### config.mk
export PLATFORM = sky130hd
export DESIGN_NAME = instr_fetch_unit_flat
export DESIGN_NICKNAME = d
export VERILOG_FILES = /design/src/rtl/instr_fetch_unit_if.sv /design/src/rtl/instr_fetch_unit.sv /design/src/flat_wrapper.sv
export SDC_FILE = /design/constraint.sdc
export NUM_CORES = 1
export LEC_CHECK = 0
export ABC_AREA = 1
export CAP_MARGIN = 0
export CORE_ASPECT_RATIO = 1.5
export CORE_MARGIN = 8
export CORE_UTILIZATION = 45
export CTS_CLUSTER_SIZE = 16
export DETAILED_ROUTE_END_ITERATION = 6
export HOLD_SLACK_MARGIN = 0.15
export PLACE_DENSITY = 0.86
export REMOVE_ABC_BUFFERS = 1
export SLEW_MARGIN = 30
export SYNTH_ARGS = -nofsm -noshare
export SYNTH_HDL_FRONTEND = slang
export SYNTH_SLANG_ARGS = --single-unit
### constraint.sdc
create_clock -name clk -period 3.45 [get_ports clk]
set_clock_uncertainty 0.1 [all_clocks]
set_input_delay 0.345 -clock clk [delete_from_list [all_inputs] [get_ports clk]]
set_output_delay 0.345 -clock clk [all_outputs]
set_load 0.01 [all_outputs]
### src/rtl/instr_fetch_unit_if.sv
// Instruction-memory bus between the fetch unit and instruction memory.
//   imem_req   : fetch request, held high until imem_valid
//   imem_addr  : word-aligned fetch address
//   imem_valid : imem_rdata carries the requested word this cycle
//   imem_rdata : fetched instruction word
// The fetch unit uses the master modport and the memory uses the slave modport.
interface instr_fetch_unit_if;
  logic        imem_req;
  logic [31:0] imem_addr;
  logic        imem_valid;
  logic [31:0] imem_rdata;

  modport master (
    output imem_req,
    output imem_addr,
    input  imem_valid,
    input  imem_rdata
  );

  modport slave (
    input  imem_req,
    input  imem_addr,
    output imem_valid,
    output imem_rdata
  );
endinterface

### src/rtl/instr_fetch_unit.sv
// Instruction fetch stage. It owns the program counter and issues one request
// at a time to instruction memory. It holds the fetched word until the
// downstream stage retires it, then selects the next PC from PCSrc and ImmExt.
// A misaligned next PC is not fetched. Instead the unit parks in TRAP and
// raises a sticky trap flag until reset.
//
// Ports:
//   clk, rst      : rising-edge clock; synchronous active-high reset
//   imem          : instruction-memory bus (master side)
//   instr_ready   : downstream retires the held instruction this cycle
//   PCSrc, ImmExt : next-PC select and branch/jump offset, sampled on retire
//   Instr         : held instruction register
//   instr_valid   : Instr is valid and awaiting retire
//   PC, PCPlus4   : address of Instr, and that address plus 4
//   op, funct3, funct7_5 : decode fields taken directly from Instr
//   trap          : sticky misaligned-target flag
module instr_fetch_unit #(
  parameter logic [31:0] RESET_PC  = 32'h0000_0000,
  parameter logic [31:0] NOP_INSTR = 32'h0000_0013
) (
  input  logic                 clk,
  input  logic                 rst,
  instr_fetch_unit_if.master   imem,
  input  logic                 instr_ready,
  input  logic                 PCSrc,
  input  logic [31:0]          ImmExt,
  output logic [31:0]          Instr,
  output logic                 instr_valid,
  output logic [31:0]          PC,
  output logic [31:0]          PCPlus4,
  output logic [6:0]           op,
  output logic [2:0]           funct3,
  output logic                 funct7_5,
  output logic                 trap
);

  typedef enum logic [1:0] {
    IDLE,
    FETCH,
    HOLD,
    TRAP
  } state_t;

  state_t      state;
  logic        req_q;
  logic [31:0] next_pc;

  // Both candidate sums wrap modulo 2^32, and the carry is dropped.
  assign PCPlus4 = PC + 32'd4;
  assign next_pc = PCSrc ? (PC + ImmExt) : PCPlus4;

  assign imem.imem_req  = req_q;
  assign imem.imem_addr = PC;

  assign op       = Instr[6:0];
  assign funct3   = Instr[14:12];
  assign funct7_5 = Instr[30];

  // imem_req and instr_valid are registered alongside the state, so each one
  // reflects the state the FSM is entering at this edge.
  // NOTE: non-blocking assignments keep every flop sampling pre-edge values,
  // so the order of statements in this block does not change behaviour.
  always_ff @(posedge clk) begin
    if (rst) begin
      state       <= IDLE;
      PC          <= RESET_PC;
      Instr       <= NOP_INSTR;
      req_q       <= 1'b0;
      instr_valid <= 1'b0;
      trap        <= 1'b0;
    end else begin
      case (state)
        IDLE: begin
          state <= FETCH;
          req_q <= 1'b1;
        end
        FETCH: begin
          if (imem.imem_valid) begin
            Instr       <= imem.imem_rdata;
            state       <= HOLD;
            req_q       <= 1'b0;
            instr_valid <= 1'b1;
          end
        end
        HOLD: begin
          if (instr_ready) begin
            instr_valid <= 1'b0;
            if (next_pc[1:0] == 2'b00) begin
              PC    <= next_pc;
              state <= FETCH;
              req_q <= 1'b1;
            end else begin
              // Keep the PC of the offending instruction for inspection.
              trap  <= 1'b1;
              state <= TRAP;
            end
          end
        end
        TRAP: begin
          // Only rst leaves TRAP.
          state <= TRAP;
        end
        default: begin
          state <= IDLE;
        end
      endcase
    end
  end

endmodule

### src/flat_wrapper.sv
// flat-port wrapper written by rule: the top's interface ports become plain ports
module instr_fetch_unit_flat 
#(
  parameter logic [31:0] RESET_PC  = 32'h0000_0000,
  parameter logic [31:0] NOP_INSTR = 32'h0000_0013
)
  (clk, rst, instr_ready, PCSrc, ImmExt, Instr, instr_valid, PC, PCPlus4, op, funct3, funct7_5, trap, imem_imem_req, imem_imem_addr, imem_imem_valid, imem_imem_rdata);
  instr_fetch_unit_if imem_i ();
  input  logic clk;
  input  logic rst;
  input  logic instr_ready;
  input  logic PCSrc;
  input  logic [31:0] ImmExt;
  output logic [31:0] Instr;
  output logic instr_valid;
  output logic [31:0] PC;
  output logic [31:0] PCPlus4;
  output logic [6:0] op;
  output logic [2:0] funct3;
  output logic funct7_5;
  output logic trap;
  output wire logic [$bits(imem_i.imem_req)-1:0] imem_imem_req;
  output wire logic [$bits(imem_i.imem_addr)-1:0] imem_imem_addr;
  input wire logic [$bits(imem_i.imem_valid)-1:0] imem_imem_valid;
  input wire logic [$bits(imem_i.imem_rdata)-1:0] imem_imem_rdata;
  assign imem_imem_req = imem_i.imem_req;
  assign imem_imem_addr = imem_i.imem_addr;
  assign imem_i.imem_valid = imem_imem_valid;
  assign imem_i.imem_rdata = imem_imem_rdata;
  instr_fetch_unit #(.RESET_PC(RESET_PC), .NOP_INSTR(NOP_INSTR)) u_core (.clk(clk), .rst(rst), .imem(imem_i), .instr_ready(instr_ready), .PCSrc(PCSrc), .ImmExt(ImmExt), .Instr(Instr), .instr_valid(instr_valid), .PC(PC), .PCPlus4(PCPlus4), .op(op), .funct3(funct3), .funct7_5(funct7_5), .trap(trap));
endmodule
### Word-level counts from Yosys, hierarchy flattened

Cells that the tools add are included.

| storage, ports and cells | value |
|---|---|
| register bits | 69 |
| bits in latches | 0 |
| RAM bits | 0 |
| bits in read-only memories | 0 |
| output and inout bits | 142 |
| memories kept | 0 |

| cells by class | value |
|---|---|
| add/sub/neg operators | 2 |
| multiply operators | 0 |
| div/mod/pow operators | 0 |
| magnitude comparators | 0 |
| equal/unequal tests | 6 |
| shifts and indexed selects | 0 |
| mux-type cells | 12 |
| bitwise gates (word level) | 1 |
| reductions and logical operators | 10 |

Operators by type and width:

| cell | count |
|---|---|
| $add A32 B3 Y32 const B | 1 |
| $add A32 B32 Y32 | 1 |
| $mux W32 | 1 |
| $reduce_and A3 Y1 | 3 |
| $pmux W2 S4 | 1 |
| $mux W2 | 3 |
| $mux W1 | 5 |
| $eq A2 B2 Y1 const B | 2 |
| $logic_not A2 Y1 | 2 |
| $ne A2 B2 Y1 const B | 2 |
| $reduce_and A2 Y1 | 2 |
| $reduce_and A4 Y1 | 1 |
| $pmux W1 S3 | 1 |
| $reduce_bool A3 Y1 | 1 |
| $eq A2 B1 Y1 const B | 1 |
| $ne A2 B1 Y1 const B | 1 |
| $pmux W1 S2 | 1 |
| $reduce_bool A2 Y1 | 1 |
| $not A1 Y1 | 1 |

### Logic depth before layout (Yosys ltp)

Gate-level depths: netlist of run 1.

| depth | value |
|---|---|
| depth in word-level cells | 6 |
| mapped depth | 15 |
| depth with buffers taken out | 15 |

### Worst setup path after synthesis of run 1

OpenSTA, ideal clock, no wires.

| timing path | value |
|---|---|
| kind | reg2reg |
| start point | reg u_core.PC[0] |
| end point | reg u_core.PC[20] |
| arrival time | 1.868 ns |
| required time | 3.219 ns |
| slack | 1.351 ns |
| cell stages (with the launch flop) | 14 |
| cells stage by stage | dfxtp_1 -> ha_1 -> inv_1 -> fa_1 -> inv_1 -> nand3_1 -> nand3_1 -> nand3_1 -> nand3_1 -> nand2_1 -> nand3_1 -> nand3_1 -> nand2_1 -> a21oi_2 |

| between the ends | value |
|---|---|
| cells in the longest elaborated chain, start to end | 4 |
| elaborated cells between the ends (all ways) | 5 |

Ends and longest elaborated chain:

| item | line | text |
|---|---|---|
| start, declared | instr_fetch_unit.sv:29 | `output logic [31:0] PC,` |
| start signal, assigned | instr_fetch_unit.sv:89 | `PC <= next_pc;` |
| $add A32 B3 Y32 or $add A32 B32 Y32 (tied branches) | instr_fetch_unit.sv:49, instr_fetch_unit.sv:50 |  |
| $mux W32 * | instr_fetch_unit.sv:50 | `assign next_pc = PCSrc ? (PC + ImmExt) : PCPlus4;` |
| $logic_not A2 Y1 | instr_fetch_unit.sv:88 | `if (next_pc[1:0] == 2'b00) begin` |
| $reduce_and A3 Y1 (no source line) | - |  |

Mark *: on every way between the ends. The rest lies on a longest branch, timed or not.
A chain may end at the register's enable or synchronous reset.

### Final worst setup path of run 1

| timing path | value |
|---|---|
| start point | reg u_core.PC[3] |
| end point | out PCPlus4[16] |

| between the ends | value |
|---|---|
| cells in the longest elaborated chain, start to end | 1 |

Ends and longest elaborated chain:

| item | line | text |
|---|---|---|
| $add A32 B3 Y32 | instr_fetch_unit.sv:49 | `assign PCPlus4 = PC + 32'd4;` |
| end, declared | flat_wrapper.sv:17 | `output logic [31:0] PCPlus4;` |

Every way passes these cells.

==> results.yml, run 1 <==
run_status:
  status: "finished, final reports clean"
setup_path:
  cp_cell_sequence: "ha_1, nand3_4, nor3_4, nand2_2, nor2_2, xor2_2, clkdlybuf4s50_1"
  crit_path_end_kind: "output port"
  slowest_delay_ps: 570
  path_max_fanout: 7
  cp_slowest_cell: "clkdlybuf4s50_1"
  crit_arrival_ps: 2680
  path_class: "flop to output port"
  worst_ep_required_time_ps: 3000
  start_kind: "flop"
yosys:
  ys_types: 41
  synth_top_area_share: 0.252
  synth_area_um2: 6300
  synth_edf_count: 0
  synth_most_common_cell: "nand2_1"
  synthTopCellsByCount: "nand2_1, inv_1, a21oi_1, nand3_1, nor2_1"
  yosysSeqAreaShare: 0.219
  synth.area.top_cells: "nand2_1, dfxtp_1, inv_1, a21oi_1, ha_1"
  syn_inst: 1106
  synth_warnings: 0
  synth_ff_type: "dfxtp_1"
  synth_seq_cells: 69
  yosysTopAreaCell: "nand2_1"
  syn_area_per_cell_um2: 5.70
  synthArstFlopShare: 0
clocking:
  path_clk_slew_ps: 60
  htreeDepth: 3
  cts_resized: 0
  clk_latency_ps: 340
  holdBufCountCts: 0
  cts_tree: "done"
  cts_setup_buffers: 0
  cts_made_buffers: 9
  cts_sinks: 69
  cts_root_buf: "clkbuf_16"
  clock_path_buffers: 2
sta:
  period_share: 0.904
  setup_viol: 0
  fin_crit_ps: 3120
  tns_ps: 0
  final_hold_viol_count: 0
  relSlewSlack: 0.416
  rsz0062_at_grt: "no"
  clock.fmax_mhz: 321
  worstMarginPinSlew_ps: 870
  maxSlewViolCount: 0
global_routing:
  grt_overflow: 0
  grt_antenna_before_repair: 0
  grt_pass1_wl_um: 36500
  grt_usage: 0.250
  grt_pass1_vias: 7112
  grt_max_degree: 53
floorplan:
  pin_count: 211
  dieArea_um2: 18100
  die_x_um: 113
  chipHeight_um: 161
  start_util: 0.455
  core_area_um2: 13900
  std_cell_rows: 53
cells_and_area:
  nNetsFinal: 1370
  antennaDiodeCount: 0
  area_delta_synth_final_pct: 36.2
  n_fill_cell: 1306
  drive_gt1_frac: 0.0354
power:
  p_total_mw: 2.47
  p_leak_nw: 4.20
  p_per_area_nw_per_um2: 288
  peakVddDrop_v: 0.000307
route:
  initialDrtViolationCount: 570
  drt_wl_total_um: 23900
  vias_per_cell: 5.24
  dr_total_vias: 7537
  final_antenna_net_count: 0
  drcViolationCount: 0
  drtPass1Iterations: 5
  wire_per_inst_um: 16.6
hold_path:
  hp-class: "flop to flop"
run:
  cap_viol_max_count: 0
place:
  io_buffers: 210
  place_hpwl_um: 18800
  gp_congestion: 0.946
## cells by family (layout without fill, tap and decap cells)
kind of cell / after synthesis / after routing / share of synthesized area
xor+xnor: 22 / 22 / 0.0318
simple gates: 615 / 615 / 0.407
fa+ha+maj: 33 / 33 / 0.0667
buf+inv: 247 / 413 / 0.175
compound gates: 120 / 120 / 0.101
flops: 69 / 69 / 0.219
## cell usage in the layout, fill, tap and decap left out, drive strengths merged, types with 2 or more instances in the layout
cell type / instances
nand2: 426
clkdlybuf4s50: 209
inv: 178
a21oi: 81
nand3: 77
nor2: 74
dfxtp: 69
ha: 32
o21ai: 26
xor2: 17
nor3: 15
buf: 11
clkbuf: 9
nand3b: 8
nand4: 8
xnor2: 5
a31oi: 4
or2: 4
o211ai: 3
bufinv: 3
o21bai: 2
and2: 2
clkinv: 2
## sequential cells by signal (all words and copies together), names as in the netlist
signal,cells
u_core.state,2
u_core.imem.imem_req,1
u_core.instr_valid,1
u_core.Instr,32
u_core.trap,1
u_core.PC,32
## report_power, final
part | leakage, nW | switching [mW] | internal (mW)
logic | 3.48 | 0.281 | 0.248
registers | 0.561 | 0.0337 | 0.830
clock network | 0.162 | 0.374 | 0.704
## area by class of cell
type                    instances  area [um^2]  area share
multi-input cells             790         3820       0.445
repair buffers                220         2170       0.253
flip-flops and latches         69         1380       0.161
inverters                     178          668      0.0778
clock buffers                   9          225      0.0262
well taps                     165          206      0.0240
clock inverters                 6          111      0.0130
## critical path: cells and delay by family, from the launching register on
kind,cells,cell delay [ps]
xor gates and xnor gates,1,190
adders and majority gates,1,320
buffers and inverters,1,570
DFF,1,510
and+or+nand+nor,4,750
## per-layer routing
layer / share of wire / GRT usage / vias to the layer above
met5: 0 / 0 / -
met4: 0.052 / 0.146 / 0
met3: 0.065 / 0.0314 / 75
met2: 0.50 / 0.455 / 344
met1: 0.38 / 0.270 / 3400
li1: - / - / 3718
## worst paths after layout
path / from / to / slack (ps) / cells after the start
worst max-delay path: u_core.PC[3] / PCPlus4[16] / 330 / 7
worst min-delay path: u_core.Instr[24] / u_core.Instr[24] / 370 / 2
worst max register to register: u_core.PC[4] / u_core.PC[11] / 870 / 12
worst min register to register: u_core.Instr[24] / u_core.Instr[24] / 370 / 2
## metrics by stage
stage	util	hold WS [ps]	cells	setup WS, ps	cell area, um^2
2_1_floorplan	-	307	1037	938	5870
3_3_place_gp	0.595	351	1422	694	8250
3_5_place_dp	0.595	356	1422	631	8250
4_1_cts	0.619	366	1437	309	8580
5_1_grt	0.619	380	1437	126	8580
6_report	0.619	365	1437	330	8580
(Power assumes the default switching activity.)
==> run 2, diff against run 1 <==
--- a/config.mk
+++ b/config.mk
@@ -10,10 +10,10 @@
 export CORE_ASPECT_RATIO = 1.5
 export CORE_MARGIN = 8
 export CORE_UTILIZATION = 45
-export CTS_CLUSTER_SIZE = 16
+export CTS_CLUSTER_SIZE = 20
 export DETAILED_ROUTE_END_ITERATION = 6
 export HOLD_SLACK_MARGIN = 0.15
-export PLACE_DENSITY = 0.86
+export PLACE_DENSITY = 0.79
 export REMOVE_ABC_BUFFERS = 1
 export SLEW_MARGIN = 30
 export SYNTH_ARGS = -nofsm -noshare
==> run 2 against run 1 <==
Core utilization decreased by 0.25 points. Setup slack got worse by 60 ps. Flip-flop and latch count unchanged. First-iteration DRC count decreased by 13%. Global-route usage about the same. Via count decreased by 1.3%. Non-clock buffer count decreased by 1. Cell count unchanged. Final area decreased by 0.41%. Sequential power about the same. Critical path depth decreased by 1.
==> results.yml, run 2 (synthesis results as in run 1) <==
run_status:
  status: "finished, final reports clean"
run:
  cap_viol_max_count: 0
clocking:
  holdBufCountCts: 0
  cts_made_buffers: 9
  cts_sinks: 69
  cts_setup_buffers: 0
  htreeDepth: 3
  cts_root_buf: "clkbuf_16"
  clock_path_buffers: 2
  path_clk_slew_ps: 60
  cts_tree: "done"
  cts_resized: 0
  clk_latency_ps: 340
sta:
  final_hold_viol_count: 0
  relSlewSlack: 0.412
  worstMarginPinSlew_ps: 876
  rsz0062_at_grt: "no"
  maxSlewViolCount: 0
  tns_ps: 0
  fin_crit_ps: 3180
  setup_viol: 0
  period_share: 0.922
  clock.fmax_mhz: 314
global_routing:
  grt_pass1_vias: 7202
  grt_antenna_before_repair: 0
  grt_usage: 0.250
  grt_pass1_wl_um: 36100
  grt_max_degree: 36
  grt_overflow: 0
cells_and_area:
  nNetsFinal: 1369
  layout_commonest_cell: "nand2_1"
  antennaDiodeCount: 0
  fin_cells: 1437
  area_delta_synth_final_pct: 35.6
  fin_util: 0.617
  largestRegisters: "u_core.Instr (32), u_core.PC (32), u_core.state (2)"
  drive_gt1_frac: 0.0354
  stdcell_area_um2: 8550
  final_cell_mix: "nand2_1, clkdlybuf4s50_1, inv_1"
setup_path:
  cp_slowest_cell: "clkdlybuf4s50_1"
  path_buf_inv: 1
  ff2ff_setup_slack_ps: 910
  critPathLaunch: "u_core.PC[3]"
  worst_ep_required_time_ps: 3000
  critPathCapture: "PCPlus4[14]"
  path_max_fanout: 7
  r2r_cells: 10
  crit_arrival_ps: 2740
  cp_cell_sequence: "ha_1, nand3_4, nor3_4, nand2_2, xnor2_1, clkdlybuf4s50_1"
  start_kind: "flop"
  slowest_delay_ps: 620
  timing.rr.start: "u_core.PC[4]"
  critPathTopFamily: "buffers and inverters"
  crit_path_end_kind: "output port"
  path_class: "flop to output port"
  worstReg2RegEnd: "u_core.PC[11]"
  cp.depth: 6
place:
  post_dp_cell_area_um2: 8240
  gp_congestion: 0.952
  place_hpwl_um: 18600
  dp.cells: 1421
  io_buffers: 210
route:
  drt_wl_total_um: 23200
  drtPass1Iterations: 5
  final_antenna_net_count: 0
  vias_per_cell: 5.18
  dr_total_vias: 7440
  wire_per_inst_um: 16.2
  initialDrtViolationCount: 498
  drcViolationCount: 0
floorplan:
  start_util: 0.455
  die_x_um: 113
  dieArea_um2: 18100
  pin_count: 211
  std_cell_rows: 53
  chipHeight_um: 161
  core_area_um2: 13900
power:
  peakVddDrop_v: 0.000280
  p_leak_nw: 4.18
  p_per_area_nw_per_um2: 274
hold_path:
  hp-class: "input port to flop"
==> run 2: area by class of cell <==
cell class	count	area (um^2)
Clock buffer	10	239
Multi-Input combinational cell	790	3820
Clock inverter	6	70.1
Sequential cell	69	1380
Timing Repair Buffer	219	2160
Tap cell	165	206
Fill cell	1325	5310
Inverter	178	668
==> run 2: worst min-delay path by stage <==
stage                           startpoint                to  cells after the start
final                                  rst       u_core.trap                      2
after floorplan                        rst     u_core.PC[20]                      1
after detailed placement  u_core.Instr[28]  u_core.Instr[28]                      2
after global routing                   rst       u_core.trap                      2
after global placement    u_core.Instr[31]  u_core.Instr[31]                      2
after CTS                              rst       u_core.trap                      2
==> run 2: where the power goes <==
part / total [mW] / internal, mW / switching [mW]
sequential: 0.863 / 0.830 / 0.0328
combinational: 0.522 / 0.247 / 0.275
clock: 0.960 / 0.583 / 0.377
total: 2.35 / 1.66 / 0.685
==> run 2: worst reg2reg max path: cells and delay by family, from the launching register on <==
family	cells	cell delay (ps)
flops	1	610
buf+inv	1	60
simple gates	6	1050
fa+ha+maj	1	380
compound gates	2	240
==> run 2: per-layer routing <==
metal	vias up	global-route usage	wire length, um
met5	-	0	0
met4	0	0.139	1190
met3	72	0.0512	1700
met2	335	0.448	11600
met1	3327	0.267	8730
li1	3706	-	-
==> run 2: metrics by stage <==
step / worst slack [ps] / hold slack, ps / power [mW]
after floorplan: 938 / 307 / 1.11
after global placement: 673 / 351 / 1.39
after detailed placement: 618 / 357 / 1.40
after CTS: 297 / 331 / 2.35
after global routing: 149 / 350 / 2.44
final: 270 / 336 / 2.35
==> run 3, diff against run 2 <==
--- a/config.mk
+++ b/config.mk
@@ -13,7 +13,7 @@
 export CTS_CLUSTER_SIZE = 20
 export DETAILED_ROUTE_END_ITERATION = 6
 export HOLD_SLACK_MARGIN = 0.15
-export PLACE_DENSITY = 0.79
+export PLACE_DENSITY = 0.89
 export REMOVE_ABC_BUFFERS = 1
 export SLEW_MARGIN = 30
 export SYNTH_ARGS = -nofsm -noshare
==> constraint.sdc (replaced) <==
create_clock -name clk -period 3.45 [get_ports clk]
set_clock_uncertainty 0.1 [all_clocks]
set_input_delay 0.345 -clock clk [delete_from_list [all_inputs] [get_ports clk]]
set_output_delay 0.345 -clock clk [all_outputs]
set_load 0.005 [all_outputs]
==> run 3 against run 2 <==
Via count rose by 0.47%. Non-clock buffer count is the same. Clock power grew 6%. Critical path type unchanged. Sequential share of layout area is essentially flat. Hold slack improved by 27 ps. Core utilization rose by 0.13 points. Die area is the same. First-iteration DRC count increased by 1.4%. Flip-flop and latch count unchanged. Clock-buffer cell count up 1. Critical path depth up 1. Fmax up 0.29%.
==> results.yml, run 3 (synthesis results as in run 1) <==
place:
  place_hpwl_um: 18800
  io_buffers: 210
  dp.cells: 1421
  post_dp_cell_area_um2: 8240
  gp_congestion: 1.01
cells_and_area:
  nNetsFinal: 1369
  fin_util: 0.618
  area_delta_synth_final_pct: 35.9
  drive_gt1_frac: 0.0346
  fin_cells: 1437
  antennaDiodeCount: 0
  largestRegisters: "u_core.Instr (32), u_core.PC (32), u_core.state (2)"
  layout_commonest_cell: "nand2_1"
  final_cell_mix: "nand2_1, clkdlybuf4s50_1, inv_1"
  stdcell_area_um2: 8570
clocking:
  holdBufCountCts: 0
  cts_resized: 0
  cts_root_buf: "clkbuf_16"
  cts_tree: "done"
  cts_sinks: 69
  cts_made_buffers: 9
  clock_path_buffers: 2
  htreeDepth: 3
  cts_setup_buffers: 0
  clk_latency_ps: 340
  path_clk_slew_ps: 60
hold_path:
  whs_endpoint: "u_core.Instr[9]"
  hp-class: "flop to flop"
  min_path_cells: 2
  min_from: "u_core.Instr[9]"
sta:
  relSlewSlack: 0.411
  period_share: 0.919
  worstMarginPinSlew_ps: 878
  setup_viol: 0
  maxSlewViolCount: 0
  final_hold_viol_count: 0
  clock.fmax_mhz: 315
  tns_ps: 0
  fin_crit_ps: 3170
  rsz0062_at_grt: "no"
  whs_ps: 363
setup_path:
  timing.rr.start: "u_core.PC[4]"
  crit_arrival_ps: 2730
  r2r_cells: 12
  path_buf_inv: 1
  worstReg2RegEnd: "u_core.PC[11]"
  cp_slowest_cell: "dfxtp_1"
  path_class: "flop to output port"
  cp_cell_sequence: "ha_1, nand3_4, nor3_4, nand2_2, nor2_2, xor2_2, clkdlybuf4s50_1"
  ff2ff_setup_slack_ps: 880
  path_max_fanout: 7
  worst_ep_required_time_ps: 3000
  slowest_delay_ps: 540
  crit_path_end_kind: "output port"
  start_kind: "flop"
  critPathTopFamily: "simple AND/OR/NAND/NOR gates"
floorplan:
  core_area_um2: 13900
  std_cell_rows: 53
  start_util: 0.455
  dieArea_um2: 18100
  chipHeight_um: 161
  pin_count: 211
  die_x_um: 113
route:
  final_antenna_net_count: 0
  wire_per_inst_um: 16.5
  vias_per_cell: 5.20
  initialDrtViolationCount: 505
  dr_total_vias: 7475
  drtPass1Iterations: 5
  drt_wl_total_um: 23700
  drcViolationCount: 0
power:
  peakVddDrop_v: 0.000265
  p_leak_nw: 4.19
  p_per_area_nw_per_um2: 280
global_routing:
  grt_antenna_before_repair: 0
  grt_pass1_wl_um: 36500
  grt_pass1_vias: 7177
  grt_max_degree: 36
  grt_usage: 0.251
  grt_overflow: 0
run_status:
  status: "finished, final reports clean"
run:
  cap_viol_max_count: 0
-- run 3: cell types whose count changed in the layout (fill, tap and decap cells not counted), sizes merged --
cell      previous run  this run
bufinv               1         2
clkbuf              10        11
clkinvlp             3         2
inv                178       177
-- run 3: metrics by stage --
step                setup WS (ps)  total power [mW]
global route                  169              2.49
detailed placement            577              1.38
floorplan                    1070              1.09
CTS                           304              2.40
global placement              646              1.37
finish                        279              2.39
-- run 3: layout make-up --
class | instances | area [um^2]
fillers | 1304 | 5290
well taps | 165 | 206
repair buffers | 219 | 2160
clock inverters | 5 | 83.8
inverters | 178 | 668
clock buffers | 11 | 243
flip-flops and latches | 69 | 1380
multi-input cells | 790 | 3820
-- run 3: worst reg2reg max path, stage by stage, from the launching register on --
cell,delay [ps]
dfxtp_1,630
ha_1,380
nand2_1,90
nand2_1,70
nand2_1,60
nand2_1,70
nand2_1,90
nand3_1,190
or2_2,330
nand3_1,110
o21ai_0,120
o21ai_0,180
inv_1,50
-- run 3: how the worst max path moves through the flow --
stage                  from       endpoint  cells after the start
2_1_floorplan  u_core.PC[0]  u_core.PC[27]                     11
3_3_place_gp      ImmExt[0]  u_core.PC[24]                     12
3_5_place_dp      ImmExt[0]  u_core.PC[24]                     12
4_1_cts        u_core.PC[3]    PCPlus4[16]                      7
5_1_grt        u_core.PC[2]    PCPlus4[20]                      7
6_report       u_core.PC[3]    PCPlus4[16]                      7
-- run 3: metal layers --
layer,GRT usage,part of all wire,up-vias
met4,0.138,0.049,0
met1,0.272,0.37,3357
met3,0.0400,0.071,74
met5,0,0,-
met2,0.454,0.51,336
li1,-,-,3708
-- run 3: power by group --
| group | internal, mW | switching, mW |
|---|---|---|
| clock network | 0.654 | 0.369 |
| logic | 0.247 | 0.260 |
| registers | 0.830 | 0.0338 |
